File: src/rtl/instr_fetch_seq.sv
// Instruction fetch sequencer: one-outstanding-request memory FSM feeding a 2-entry {instr, pc} FIFO.
// Optional issue-starvation counter is compiled in when FETCH_STALL_CNT_EN is defined.
module instr_fetch_seq #(
  parameter int unsigned     AW       = 32,
  parameter logic [AW-1:0]   RESET_PC = '0
) (
  input  logic          clk_i,
  input  logic          rst_i,
  input  logic          enable_i,
  output logic          req_o,
  output logic [AW-1:0] addr_o,
  input  logic          gnt_i,
  input  logic          rvalid_i,
  input  logic [63:0]   rdata_i,
  output logic          issue_valid_o,
  input  logic          issue_ready_i,
  output logic [63:0]   instr_o,
  output logic [AW-1:0] pc_o,
  input  logic          redirect_i,
  input  logic [AW-1:0] redirect_pc_i,
  output logic [31:0]   stall_cnt_o
);

  typedef enum logic [1:0] {StIdle, StReq, StWait} state_e;

  localparam logic [AW-1:0] ResetPcAligned = {RESET_PC[AW-1:3], 3'b000};

  state_e        state_q, state_d;
  logic [AW-1:0] pc_q, pc_d;
  logic [AW-1:0] req_addr_q, req_addr_d;
  logic          discard_q, discard_d;
  logic [1:0]    count_q, count_d;
  logic          wr_ptr_q, wr_ptr_d;
  logic          rd_ptr_q, rd_ptr_d;
  logic [63:0]   instr_q [2];
  logic [63:0]   instr_d [2];
  logic [AW-1:0] fpc_q [2];
  logic [AW-1:0] fpc_d [2];

  logic          push, pop, can_fetch;
  logic [AW-1:0] redirect_pc;
  logic          unused_redirect_lsb;

  assign redirect_pc         = {redirect_pc_i[AW-1:3], 3'b000};
  assign unused_redirect_lsb = ^redirect_pc_i[2:0];

  assign req_o         = (state_q == StReq);
  assign addr_o        = req_addr_q;
  assign issue_valid_o = (count_q != 2'd0);
  assign instr_o       = instr_q[rd_ptr_q];
  assign pc_o          = fpc_q[rd_ptr_q];

  // FIFO bookkeeping; a redirect flushes after any same-cycle pop.
  always_comb begin
    pop      = issue_valid_o && issue_ready_i;
    push     = (state_q == StWait) && rvalid_i && !discard_q && !redirect_i;
    count_d  = count_q;
    wr_ptr_d = wr_ptr_q;
    rd_ptr_d = rd_ptr_q;
    instr_d  = instr_q;
    fpc_d    = fpc_q;
    if (push) begin
      instr_d[wr_ptr_q] = rdata_i;
      fpc_d[wr_ptr_q]   = req_addr_q;
    end
    if (redirect_i) begin
      count_d  = 2'd0;
      wr_ptr_d = 1'b0;
      rd_ptr_d = 1'b0;
    end else begin
      count_d = count_q + {1'b0, push} - {1'b0, pop};
      if (push) wr_ptr_d = ~wr_ptr_q;
      if (pop)  rd_ptr_d = ~rd_ptr_q;
    end
  end

  // Occupancy after this cycle's push/pop must leave room for the new request.
  assign can_fetch = enable_i && !redirect_i && (count_d < 2'd2);

  always_comb begin
    state_d    = state_q;
    pc_d       = pc_q;
    req_addr_d = req_addr_q;
    discard_d  = discard_q;

    unique case (state_q)
      StIdle: begin
        discard_d = 1'b0;
        if (can_fetch) begin
          state_d    = StReq;
          req_addr_d = pc_q;
        end
      end
      StReq: begin
        discard_d = discard_q | redirect_i;
        if (gnt_i) begin
          state_d = StWait;
          if (!redirect_i && !discard_q) pc_d = pc_q + AW'(8);
        end
      end
      StWait: begin
        if (rvalid_i) begin
          discard_d = 1'b0;
          if (can_fetch) begin
            state_d    = StReq;
            req_addr_d = pc_q;
          end else begin
            state_d = StIdle;
          end
        end else begin
          discard_d = discard_q | redirect_i;
        end
      end
      default: state_d = StIdle;
    endcase

    if (redirect_i) pc_d = redirect_pc;
  end

  always_ff @(posedge clk_i) begin
    if (rst_i) begin
      state_q    <= StIdle;
      pc_q       <= ResetPcAligned;
      req_addr_q <= ResetPcAligned;
      discard_q  <= 1'b0;
      count_q    <= 2'd0;
      wr_ptr_q   <= 1'b0;
      rd_ptr_q   <= 1'b0;
    end else begin
      state_q    <= state_d;
      pc_q       <= pc_d;
      req_addr_q <= req_addr_d;
      discard_q  <= discard_d;
      count_q    <= count_d;
      wr_ptr_q   <= wr_ptr_d;
      rd_ptr_q   <= rd_ptr_d;
    end
  end

  // Payload storage needs no reset; validity is tracked by count_q.
  always_ff @(posedge clk_i) begin
    instr_q <= instr_d;
    fpc_q   <= fpc_d;
  end

`ifdef FETCH_STALL_CNT_EN
  logic [31:0] stall_q, stall_d;

  always_comb begin
    stall_d = stall_q;
    if (enable_i && issue_ready_i && !issue_valid_o && (stall_q != 32'hFFFF_FFFF)) begin
      stall_d = stall_q + 32'd1;
    end
  end

  always_ff @(posedge clk_i) begin
    if (rst_i) stall_q <= 32'd0;
    else       stall_q <= stall_d;
  end

  assign stall_cnt_o = stall_q;
`else
  assign stall_cnt_o = 32'd0;
`endif

endmodule

File: config.mk
export PLATFORM = sky130hd
export DESIGN_NAME = instr_fetch_seq
export DESIGN_NICKNAME = d
export VERILOG_FILES = /design/src/rtl/instr_fetch_seq.sv
export SDC_FILE = /design/constraint.sdc
export NUM_CORES = 1
export LEC_CHECK = 0
export ABC_AREA = 1
export CAP_MARGIN = 0
export CORE_AREA = 4 4 192 194
export CTS_CLUSTER_SIZE = 8
export DETAILED_ROUTE_END_ITERATION = 10
export DIE_AREA = 0 0 196 198
export SYNTH_ARGS = -nofsm -noshare
export SYNTH_HDL_FRONTEND = slang
export SYNTH_SLANG_ARGS = --single-unit
File: constraint.sdc
create_clock -name clk_i -period 7.84 [get_ports clk_i]
set_clock_uncertainty 0.2 [all_clocks]
set_input_delay 1.568 -clock clk_i [delete_from_list [all_inputs] [get_ports clk_i]]
set_output_delay 1.568 -clock clk_i [all_outputs]
set_load 0.02 [all_outputs]
# Word-level counts from Yosys, hierarchy flattened
# Index checks and enable logic that the tools add are counted.
totals:
  reg_bits: 263
  ram_bits: 0
  inputBits: 103
  out_inout_bits: 162
  wordCells: 78
  mem_count: 0
  latchBits: 0
  romBits: 0
op_classes:
  shifts: 0
  multipliers: 0
  n_reduce_logical: 22
  eq_ne: 5
  n_div: 0
  add_sub_neg: 3
  magnitude_cmp: 4
  n_bitwise: 5
  mux: 27
op_table:
  columns: ["cell", "n"]
  rows:
  - ["2-to-1 mux 32 bit", 10]
  - ["2-to-1 mux 64 bit", 4]
  - ["bitwise mux 128 bit", 1]
  - ["bitwise mux 64 bit", 1]
  - ["demux 64 bit (select 1 bit)", 1]
  - ["case mux 32 bit (2 select lines)", 1]
  - ["adder 32 x 4 -> 32 bit, second input constant", 1]
  - ["demux 32 bit (select 1 bit)", 1]
  - ["nonzero test 2 bit", 5]
  - ["AND reduction 3 bit", 3]
  - ["logical AND 1 bit", 8]
  - ["2-to-1 mux 2 bit", 4]
  - ["case mux 2 bit (3 select lines)", 1]
  - [">= comparator 2 bit, second input constant", 2]
  - ["inequality test 2 bit, second input constant", 2]
  - ["NOT 1 -> 2 bit", 2]
  - ["case mux 1 bit (3 select lines)", 1]
  - ["nonzero test 3 bit", 1]
  - ["adder 2 x 1 -> 2 bit", 1]
  - ["equality test 2 x 1 -> 1 bit, second input constant", 1]
  - ["equality test 2 bit, second input constant", 1]
  - ["zero test 1 bit", 2]
  - ["zero test 2 bit", 1]
  - ["less-than comparator 2 x 1 -> 1 bit, second input constant", 1]
  - ["8 further kinds", 10]

# Logic depth before layout (Yosys ltp)
# Gate-level depths: netlist of the first run.
depth:
  depth_word: 12
  mapped_depth: 16
  depth_no_buf: 16

# Least setup slack after synthesis of the first run
# No wires, ideal clock.
synth_timing:
  path_kind: "input to register"
  start: "input redirect_i"
  end: "register fpc_q[10] (netlist bit) (enable)"
  t_arrival_ns: 6.020
  setup_time_ns: 0.547
  path_buffers: 1
  setup_slack_ns: 1.073
  stages: 6
  path_cell_list: "buf_2 > nor2_1 > inv_1 > nor3_1 > inv_1 > nor2_1"
synth_via:
  elab_chain_len: 2
synth_rtl:
  columns: ["element", "line", "rtl"]
  rows:
  - ["start: declaration", "19", "input logic redirect_i,"]
  - ["zero test 1 bit", "56", "push = (state_q == StWait) && rvalid_i && !discard_q && !redirect_i;"]
  - ["logical AND 1 bit", "56", null]
  - ["end signal: assignment", "143", "fpc_q <= fpc_d;"]
  - ["end: declaration", "37", "logic [AW-1:0] fpc_q [2];"]
# No other way between the ends.
# A chain may end at the register's enable or synchronous reset.

# Worst setup path in the final report of the first run
layout_timing:
  start: "input redirect_i"
  end: "register req_addr_q[22], in the netlist addr_o[22]"
layout_via:
  elab_chain_len: 10
  word_cells_on_any_way: 11
layout_rtl:
  columns: ["element", "line", "rtl"]
  rows:
  - ["zero test 1 bit", "56, 78", null]
  - ["logical AND 1 bit", "56", null]
  - ["adder 2 x 1 -> 2 bit", "71", "count_d = count_q + {1'b0, push} - {1'b0, pop};"]
  - ["subtractor 2 x 1 -> 2 bit", "71", null]
  - ["2-to-1 mux 2 bit", "66", "if (redirect_i) begin"]
  - ["less-than comparator 2 bit", "78", "assign can_fetch = enable_i && !redirect_i && (count_d < 2'd2);"]
  - ["logical AND 1 bit (*)", "78", null]
  - ["2-to-1 mux 32 bit (*)", null, null]
  - ["2-to-1 mux 32 bit", null, null]
  - ["case mux 32 bit (2 select lines) (*)", null, null]
  - ["end signal: assignment", "124", "req_addr_q <= ResetPcAligned;"]
  - ["end signal: assignment", "132", "req_addr_q <= req_addr_d;"]
  - ["end: declaration", "30", "logic [AW-1:0] req_addr_q, req_addr_d;"]
# Every way passes the cells marked *; elsewhere a longest branch is shown, timed or not. The select of a mux whose other input is x is not followed.

==> key figures, run 1 <==
Detailed routing
  • Drc violations: 0
  • DRC marker count from the first detailed-route iteration: 510
  • Drt total wl: 27,870 µm
  • Drt first pass iters: 5
  • Via count: 7,955
  • Routed vias/inst: around 4.4
  • Post-DRT Antenna Nets: 0
  • Routed len/inst: 15.55 µm

Worst hold path
  • Hold path start: discard_q
  • Min-delay worst type: reg2reg

Worst setup path
  • Crit path top cell by count: inv_1
  • Crit-path max FO: 30
  • Critical path, cell by cell: clkdlybuf4s50_1, nor2_1, inv_1, nor3_1, inv_1, ha_1, inv_1, ha_1, inv_1, nand2_1, nand3_1, nand2_1, inv_1, nand4_1, a21oi_1
  • Max incr delay on CP: slightly below 900 ps
  • Crit end category: flip-flop
  • Worst Setup SP: redirect_i
  • Startpoint types: input pin
  • Critical Path AT: 5040 ps
  • CP required: roughly 8000 ps
  • Critical-path top delay cell: clkdlybuf4s50_1
  • R2r startpoint: state_q[0]
  • Critical path class: in2reg

Global route
  • Largest net degree at the start of global routing: 73
  • GRT Total Usage: 13.67%
  • Initial antenna violation count: 0
  • Overflow after GRT: 0
  • Vias in the first global route: roughly 7,500
  • First-pass GRT wire length: 42,530 µm

Die
  • Die area: slightly below 40,000 µm²
  • Starting Density: between 30% and 40%
  • Chip height: 198 µm
  • Die X: 196 µm
  • Num ports: 265
  • Std-Cell Rows: 69
  • Core area: between 30,000 and 40,000 µm²

Synthesis
  • Flops & latches, synth: between 200 and 300
  • Post-Syn Area: 10,740 µm²
  • Area contributors post-synth: edfxtp_1 52%, nand2_1 16%, dfxtp_1 12%
  • Syn_area_per_cell: roughly 10 µm²
  • Synth warn: 0
  • Post-synth EDFFs: 186
  • Synth top area share: 52.02%
  • Async set-reset flop share out of synthesis: 0%
  • Ys flop type: edfxtp_1
  • Synth unique cells: 37
  • Sequential-to-total area share from yosys stat: approximately 64%
  • Mapped Cells: 1,101
  • Synth area leader: edfxtp_1

Timing
  • Slew Limit Fails: 0
  • Max Clk Rate: 208.1 MHz
  • Final setup violation count: 0
  • Min Clock Period, post-route: 4806 ps
  • Fin crit share: between 60 and 70%
  • RSZ-0062 raised after global routing: no
  • Max-slew headroom: between 30 and 40%
  • Slew @ Worst Pin: 918.3 ps
  • Final TNS setup: 0 ps
  • Count of final hold-check violations: 0

Clock network
  • Clock Path Buffers: 3
  • Clock transition at path regs: 50 ps
  • Setup bufs post-CTS: 0
  • Post-cts resize count: 0
  • CTS tree: built
  • Clock root buffer master: clkbuf_16
  • Inserted Clock Buffers: 37
  • Clk Latency, worst-skew pair: 510 ps
  • Post-CTS Hold Fix Bufs: 0
  • CTS Sinks: 251
  • CTS H-Tree Depth: 2

Placed design
  • Post-DP HPWL: roughly 19,000 µm
  • Placed instance area: 13,250 µm²
  • Placed Cells: 1,741
  • GPL Wtd Cong: around 0.86
  • IO buf count: approximately 220

Cells and area
  • Share of layout cells above drive strength 1: 6.161%
  • Synthesis-to-layout area growth: 33.18%
  • Fin area: ~14,000 µm²
  • Register area: a little under 7000 µm²
  • Multi-input logic area: ~3300 µm²
  • Finished Core Util: 40.59%
  • Filler instances: roughly 3,400
  • Final #Nets: 1,430
  • Antenna diodes: 0
  • Non-Filler Instances: 1,792

Flow run
  • Max cap viols: 0

Outcome
  • Outcome: finished, final reports clean

Power
  • Leakage power: 5.211 nW
  • Max VDD drop: 0.0001240 V
  • PwrDens: 214.8 nW/µm²
==> worst max-delay path: cells and delay by family <==
family / cells / cell delay (ps)
buffers and inverters: 6 / 1860
and+or+nand+nor: 6 / 930
AOI/OAI and AO/OA: 1 / 180
adders and majority gates: 2 / 490
==> cell families (layout without fill, tap and decap cells) <==
kind of cell	Yosys count	count (layout)	share of synthesized area [%]
buffers and inverters	140	333	6.608
other	1	38	0.03493
AO/OA/AOI/OAI	73	73	3.834
adder cells (fa/ha/maj)	7	7	0.8157
flip-flops	251	251	64.14
AND/OR/NAND/NOR	629	629	24.57
==> path summary, 6_finish.rpt <==
path / end / slack [ps] / cells past startpoint
worst max register to register: addr_o[22] / 4630 / 15
worst min-delay path: discard_q / 270 / 2
worst min register to register: discard_q / 270 / 2
worst max-delay path: addr_o[22] / 3030 / 15
==> cells in the mapped netlist (all sizes together) (2+ instances only) <==
cell / instances
clkbuf: 23
nor2: 86
o211ai: 5
o21bai: 2
a21oi: 51
buf: 65
nand4: 33
nand3: 44
a31oi: 6
and2: 2
edfxtp: 186
o21ai: 3
nand2: 452
ha: 7
nor3: 10
dfxtp: 65
inv: 51
a211oi: 3
==> per-stage QoR <==
stage               hold slack, ps  setup slack, ps  total power [mW]
CTS                          276.5             2666             3.119
global placement             264.3             2276             1.667
global route                 323.2             2621             3.195
floorplan                    249.7             1073             1.592
finish                       272.2             3034             3.072
detailed placement           269.5             2140             1.670
==> state kept, by name, indices dropped and copies added, names as in the netlist <==
signal / flops
rd_ptr_q: 1
instr_q: 128
pc_q: 29
discard_q: 1
fpc_q: 58
state_q: 2
count_q: 2
wr_ptr_q: 1
addr_o: 29
==> routing by layer <==
layer  routed length, µm  global-route usage (%)  vias to the layer above  share of wire (%)
li1                    -                       -                     4012                  -
met1               12560                   18.60                     3663                 45
met4                 525                   3.362                        0                1.9
met3                1804                   3.046                       43                6.5
met5                   0                       0                        -                  0
met2               12980                   22.38                      237                 47
==> power by group <==
part	internal, mW	switching (mW)	leakage (nW)
clock network	0.884	0.541	0.499
registers	1.44	0.0223	2.18
logic	0.0799	0.102	2.54
total	2.41	0.665	5.21
==> cells in the final DEF, fill, tap and decap left out, types with 2 or more instances in the layout <==
master,synthesis,final
nand3_1,43,43
nand2_1,446,446
buf_4,39,6
nor3_1,7,7
nand2_2,4,4
a31oi_1,6,6
o21ai_0,3,3
clkdlybuf4s50_1,0,222
dfxtp_1,65,64
and2_1,2,2
nor3_2,3,3
o21bai_1,2,2
conb_1,1,38
a21oi_1,50,50
o211ai_1,5,5
nand2_4,2,2
clkbuf_1,23,9
nand4_1,33,33
nor2_1,73,71
ha_1,7,7
clkinv_8,0,2
a211oi_1,3,3
inv_2,2,2
nor2_2,7,7
edfxtp_1,186,186
nor2_4,6,8
clkbuf_16,0,37
inv_1,48,47
==> layout make-up <==
type / count / share of cell area [%]
Tap cell: 461 / 4.034
Timing Repair Buffer: 231 / 16.14
Multi-Input combinational cell: 747 / 23.04
Inverter: 52 / 1.391
Clock buffer: 46 / 6.712
Clock inverter: 4 / 0.4988
Sequential cell: 251 / 48.19
Power figures use the tool's default switching activity.
==> run 2, diff against run 1 <==
==> constraint.sdc (replaced) <==
create_clock -name clk_i -period 3.85 [get_ports clk_i]
set_clock_uncertainty 0.2 [all_clocks]
set_input_delay 0.77 -clock clk_i [delete_from_list [all_inputs] [get_ports clk_i]]
set_output_delay 0.77 -clock clk_i [all_outputs]
set_load 0.02 [all_outputs]
==> run 2 against run 1 <==
Effect of this change: total power is 100% higher; clock power rose by 100%; highest routed layer unchanged; largest cell class unchanged; largest power group unchanged; wire length fell by 0.92%.
==> key figures, run 2 (synthesis results as in run 1) <==
Clock network
  • CTS tree: built (unchanged)
  • Post-cts resize count: 0 (unchanged)
  • Clock transition at path regs: 50 ps (about the same)
  • CTS Sinks: 251 (unchanged)
  • Clock Path Buffers: 3 (unchanged)
  • Post-CTS Hold Fix Bufs: 0 (unchanged)
  • Clk Latency, worst-skew pair: 500 ps (was 510 ps)
  • CTS H-Tree Depth: 2 (unchanged)
  • Clock root buffer master: clkbuf_16 (unchanged)
  • Setup bufs post-CTS: 0 (unchanged)
  • Inserted Clock Buffers: 37 (unchanged)

Global route
  • Initial antenna violation count: 0 (unchanged)
  • GRT Total Usage: 13.74% (was 13.67%)
  • First-pass GRT wire length: 42,700 µm (was 42,530 µm)
  • Vias in the first global route: 7,501 (was 7,545)
  • Overflow after GRT: 0 (unchanged)
  • Largest net degree at the start of global routing: 95 (was 73)

Worst setup path
  • Critical path, cell by cell: clkinv_2, buf_4, nand2_1, nand2_1, clkdlybuf4s50_1 (was clkdlybuf4s50_1, nor2_1, inv_1, nor3_1, inv_1, ha_1, inv_1, ha_1, inv_1, nand2_1, nand3_1, nand2_1, inv_1, nand4_1, a21oi_1)
  • Critical-path top delay cell: clkdlybuf4s50_1 (unchanged)
  • Crit end category: primary output (was flip-flop)
  • CP required: 2880 ps (was 8070 ps)
  • Worst r2r dst: addr_o[19] (was addr_o[22])
  • R2R cell count: 16 (was 15)
  • Crit path top cell by count: nand2_1 (was inv_1)
  • R2r startpoint: state_q[0] (unchanged)
  • Critical path class: reg2out (was in2reg)
  • Worst Setup SP: rd_ptr_q (was redirect_i)
  • Crit path max-delay family: buffers and inverters (unchanged)
  • Internal reg-to-reg setup slack: 1070 ps (was 4630 ps)
  • WP depth: 5 (was 15)
  • Max incr delay on CP: 580 ps (was 870 ps)
  • Crit-path max FO: 28 (was 30)
  • Worst setup endpoint: instr_o[36] (was addr_o[22])
  • CP Buf/Inv Count: 3 (was 6)
  • Startpoint types: flip-flop (was input pin)
  • Critical Path AT: 2390 ps (was 5040 ps)

Placed design
  • Placed Cells: 1,747 (was 1,741)
  • IO buf count: 223 (unchanged)
  • GPL Wtd Cong: 0.8642 (was 0.8604)
  • Post-DP HPWL: 18,600 µm (was 19,060 µm)
  • Setup WS pre-CTS: 313.5 ps (was 2140 ps)

Detailed routing
  • Routed len/inst: 15.35 µm (was 15.55 µm)
  • Routed vias/inst: 4.418 (was 4.439)
  • Drt total wl: 27,620 µm (was 27,870 µm)
  • DRC marker count from the first detailed-route iteration: 531 (was 510)
  • Drt first pass iters: 5 (unchanged)
  • Post-DRT Antenna Nets: 0 (unchanged)
  • Via count: 7,948 (was 7,955)
  • Drc violations: 0 (unchanged)

Timing
  • Slew @ Worst Pin: 873.5 ps (was 918.3 ps)
  • Slew Limit Fails: 0 (unchanged)
  • Min Clock Period, post-route: 3363 ps
  • Count of final hold-check violations: 0 (unchanged)
  • Final TNS setup: 0 ps (unchanged)
  • Max-slew headroom: 41.71% (was 38.72%)
  • Fin crit share: 87.36%
  • Max Clk Rate: 297.3 MHz
  • Final setup violation count: 0 (unchanged)
  • RSZ-0062 raised after global routing: no (unchanged)
  • Setup ws final: 486.8 ps (was 3034 ps)

Die
  • Die X: 196 µm (unchanged)
  • Std-Cell Rows: 69 (unchanged)
  • Chip height: 198 µm (unchanged)
  • Core area: 35,220 µm² (unchanged)
  • Starting Density: 30.48% (unchanged)
  • Num ports: 265 (unchanged)
  • Die area: 38,810 µm² (unchanged)

Flow run
  • Max cap viols: 0 (unchanged)

Cells and area
  • Non-Filler Instances: 1,799 (was 1,792)
  • Synthesis-to-layout area growth: 33.67% (was 33.18%)
  • Largest register FFs: 128 (unchanged)
  • Share of layout cells above drive strength 1: 6.353% (was 6.161%)
  • Commonest non-fill, non-tap cells in the layout: 446 x nand2_1, 222 x clkdlybuf4s50_1, 186 x edfxtp_1 (unchanged)
  • Final #Nets: 1,435 (was 1,430)
  • Most common cell after layout, fill and taps aside: nand2_1 (unchanged)
  • Antenna diodes: 0 (unchanged)
  • Largest regs: instr_q: 128 flops, fpc_q: 58 flops (unchanged)
  • Top reg by flops: instr_q (unchanged)

Outcome
  • Outcome: finished, final reports clean (unchanged)

Power
  • Leakage power: 5.235 nW (was 5.211 nW)
  • Max VDD drop: 0.0002216 V (was 0.0001240 V)
  • PwrDens: 431.8 nW/µm² (was 214.8 nW/µm²)

Worst hold path
  • Worst hold stages: 2 (unchanged)
  • Min-delay worst type: reg2reg (unchanged)
run 2: worst min-delay path, cell delays in order (launching register included):
cell and delay (ps):
dfxtp_1 310, nand2_1 50, a21oi_1 50
run 2: worst min path at each step:
stage	startpoint	end	slack, ps
3_5_place_dp	discard_q	discard_q	270
3_3_place_gp	discard_q	discard_q	260
5_1_grt	discard_q	discard_q	300
2_1_floorplan	discard_q	discard_q	250
6_report	discard_q	discard_q	270
4_1_cts	discard_q	discard_q	270
run 2: area by class of cell:
class                   count  area, µm²
clock inverters             2      20.02
multi-input cells         747       3294
flip-flops and latches    251       6890
clock buffers              50      996.0
inverters                  52      198.9
well taps                 461      576.8
repair buffers            236       2375
fillers                  3401      20870
run 2: per-stage QoR:
stage / total power, mW / utilization (%) / hold WS (ps) / area, µm²
after floorplan: 3.242 / - / 249.7 / 10880
after global placement: 3.397 / 37.86 / 260.3 / 13340
after detailed placement: 3.402 / 37.86 / 267.2 / 13340
after CTS: 6.289 / 40.74 / 274.1 / 14350
after global routing: 6.465 / 40.74 / 302.5 / 14350
final: 6.198 / 40.74 / 268.5 / 14350
run 2: routing by layer:
| metal | routed length (µm) | GRT usage (%) | up-vias |
|---|---|---|---|
| li1 | - | - | 4025 |
| met1 | 12240 | 18.53 | 3627 |
| met2 | 13080 | 22.87 | 258 |
| met3 | 1747 | 2.842 | 38 |
| met4 | 550 | 3.336 | 0 |
| met5 | 0 | 0 | - |
run 2: power by group:
group | switching, mW | internal, mW | total [mW]
Clock | 1.07 | 1.77 | 2.85
Combinational | 0.204 | 0.164 | 0.368
Sequential | 0.0462 | 2.94 | 2.98
Total | 1.32 | 4.88 | 6.20
==> run 3, diff against run 2 <==
--- a/config.mk
+++ b/config.mk
@@ -8,7 +8,7 @@
 export ABC_AREA = 1
 export CAP_MARGIN = 0
 export CORE_AREA = 4 4 192 194
-export CTS_CLUSTER_SIZE = 8
+export CTS_CLUSTER_SIZE = 14
 export DETAILED_ROUTE_END_ITERATION = 10
 export DIE_AREA = 0 0 196 198
 export SYNTH_ARGS = -nofsm -noshare
==> run 3 against run 2 <==
Effect of this change: clock power down 6%; hold slack about the same; global-route usage down 0.16 points; via count down 0.53%; non-clock buffer count unchanged; clock-buffer cell count down 9; critical path depth unchanged; sequential share of layout area up 0.21 points; maximum frequency down 1.2%; flip-flop and latch count unchanged; sequential power about the same; combinational power about the same; critical path type unchanged; highest routed layer unchanged.
==> key figures, run 3 (synthesis results as in run 1) <==
Placed design
  • Placed instance area: 13,340 µm² (unchanged)
  • Setup WS pre-CTS: 313.5 ps (unchanged)
  • GPL Wtd Cong: 0.8642 (unchanged)
  • IO buf count: 223 (unchanged)
  • Post-DP HPWL: 18,600 µm (unchanged)
  • Placed Cells: 1,747 (unchanged)

Detailed routing
  • Drt first pass iters: 5 (unchanged)
  • Routed len/inst: 15.27 µm (was 15.35 µm)
  • Via count: 7,906 (was 7,948)
  • Drt total wl: 27,510 µm (was 27,620 µm)
  • DRC marker count from the first detailed-route iteration: 493 (was 531)
  • Post-DRT Antenna Nets: 0 (unchanged)
  • Drc violations: 0 (unchanged)
  • Routed vias/inst: 4.390 (was 4.418)

Cells and area
  • Top reg by flops: instr_q (unchanged)
  • Register area: 6890 µm² (unchanged)
  • Largest regs: instr_q: 128 flops, fpc_q: 58 flops (unchanged)
  • Antenna diodes: 0 (unchanged)
  • Most common cell after layout, fill and taps aside: nand2_1 (unchanged)
  • Filler instances: 3,391 (was 3,401)
  • Final #Nets: 1,427 (was 1,435)
  • Share of layout cells above drive strength 1: 7.239% (was 6.353%)
  • Largest register FFs: 128 (unchanged)
  • Non-Filler Instances: 1,801 (was 1,799)
  • Finished Core Util: 40.57% (was 40.74%)
  • Synthesis-to-layout area growth: 33.08% (was 33.67%)
  • Commonest non-fill, non-tap cells in the layout: 446 x nand2_1, 222 x clkdlybuf4s50_1, 186 x edfxtp_1 (unchanged)
  • Fin area: 14,290 µm² (was 14,350 µm²)
  • Multi-input logic area: 3294 µm² (unchanged)

Clock network
  • CTS tree: built (unchanged)
  • Inserted Clock Buffers: 29 (was 37)
  • Post-CTS Hold Fix Bufs: 0 (unchanged)
  • Clock transition at path regs: 60 ps (was 50 ps)
  • Clk Latency, worst-skew pair: 540 ps (was 500 ps)
  • Post-cts resize count: 0 (unchanged)
  • Setup bufs post-CTS: 0 (unchanged)
  • Clock Path Buffers: 3 (unchanged)
  • CTS Sinks: 251 (unchanged)
  • Clock root buffer master: clkbuf_16 (unchanged)
  • CTS H-Tree Depth: 1 (was 2)

Worst hold path
  • Min-delay worst type: reg2reg (unchanged)
  • Worst hold stages: 2 (unchanged)

Global route
  • Overflow after GRT: 0 (unchanged)
  • Largest net degree at the start of global routing: 95 (unchanged)
  • Grt met1 use: 18.64% (was 18.53%)
  • Met3 Use GR: 2.297% (was 2.842%)
  • GRT Total Usage: 13.59% (was 13.74%)
  • Vias in the first global route: 7,436 (was 7,501)
  • GRT Max-Usage Layer: met2 (unchanged)
  • Initial antenna violation count: 0 (unchanged)
  • First-pass GRT wire length: 42,590 µm (was 42,700 µm)
  • Routing usage on met2: 22.85% (was 22.87%)

Timing
  • Slew Limit Fails: 0 (unchanged)
  • Min Clock Period, post-route: 3404 ps (was 3363 ps)
  • Fin crit share: 88.41% (was 87.36%)
  • Hold Slack: 268.8 ps (was 268.5 ps)
  • Count of final hold-check violations: 0 (unchanged)
  • Max-slew headroom: 40.92% (was 41.71%)
  • Final TNS setup: 0 ps (unchanged)
  • Setup ws final: 446.2 ps (was 486.8 ps)
  • Final setup violation count: 0 (unchanged)
  • Max Clk Rate: 293.8 MHz (was 297.3 MHz)
  • Slew @ Worst Pin: 885.3 ps (was 873.5 ps)
  • RSZ-0062 raised after global routing: no (unchanged)

Worst setup path
  • Crit end category: primary output (unchanged)
  • Crit path top cell by count: nand2_1 (unchanged)
  • Critical-path top delay cell: clkdlybuf4s50_1 (unchanged)
  • Max incr delay on CP: 580 ps (about the same)
  • Startpoint types: flip-flop (unchanged)
  • Critical path, cell by cell: clkinv_2, buf_4, nand2_1, nand2_1, clkdlybuf4s50_1 (unchanged)
  • Crit-path max FO: 28 (unchanged)
  • Critical path class: reg2out (unchanged)
  • Critical Path AT: 2430 ps (was 2390 ps)
  • CP required: 2880 ps (about the same)
  • R2R cell count: 16 (unchanged)

Die
  • Starting Density: 30.48% (unchanged)
  • Chip height: 198 µm (unchanged)
  • Core area: 35,220 µm² (unchanged)
  • Die area: 38,810 µm² (unchanged)
  • Die X: 196 µm (unchanged)
  • Num ports: 265 (unchanged)
  • Std-Cell Rows: 69 (unchanged)

Power
  • Pwr Total: 6.018 mW (was 6.198 mW)
  • Leakage power: 5.226 nW (was 5.235 nW)
  • PwrDens: 421.2 nW/µm² (was 431.8 nW/µm²)
  • Max VDD drop: 0.0002949 V (was 0.0002216 V)

Flow run
  • Max cap viols: 0 (unchanged)

Outcome
  • Outcome: finished, final reports clean (unchanged)
## run 3: cell types whose count changed in the layout (fill, tap and decap cells not counted), sizes merged
| cell | before | now |
|---|---|---|
| clkbuf | 50 | 41 |
| clkinv | 4 | 10 |
| clkinvlp | 0 | 1 |
| inv | 50 | 54 |
## run 3: final timing paths
check                           startpoint  slack (ps)     endpoint
worst max-delay path              rd_ptr_q         450  instr_o[36]
worst min-delay path             discard_q         270    discard_q
worst max register to register  state_q[0]        1060   addr_o[14]
worst min register to register   discard_q         270    discard_q
## run 3: metal layers
metal,wire length (µm),share of wire [%]
met5,0,0
met1,12370,45
met3,1592,5.8
met2,13030,47
met4,509,1.9
## run 3: final cells by class
type | instances | area share (%)
Sequential cell | 251 | 48.22
Multi-Input combinational cell | 747 | 23.06
Timing Repair Buffer | 236 | 16.62
Clock buffer | 41 | 6.077
Tap cell | 461 | 4.037
Inverter | 52 | 1.392
Clock inverter | 13 | 0.5954
## run 3: power by group
| group | total [mW] | internal [mW] | leakage [nW] | switching, mW |
|---|---|---|---|---|
| clock | 2.67 | 1.58 | 0.482 | 1.09 |
| sequential | 2.98 | 2.93 | 2.18 | 0.0460 |
| combinational | 0.368 | 0.164 | 2.57 | 0.204 |
## run 3: critical path, delay by kind of cell, from the launching register on
family | cells | cell delay (ps)
flip-flops | 1 | 360
AND/OR/NAND/NOR | 2 | 140
buffers and inverters | 3 | 1400
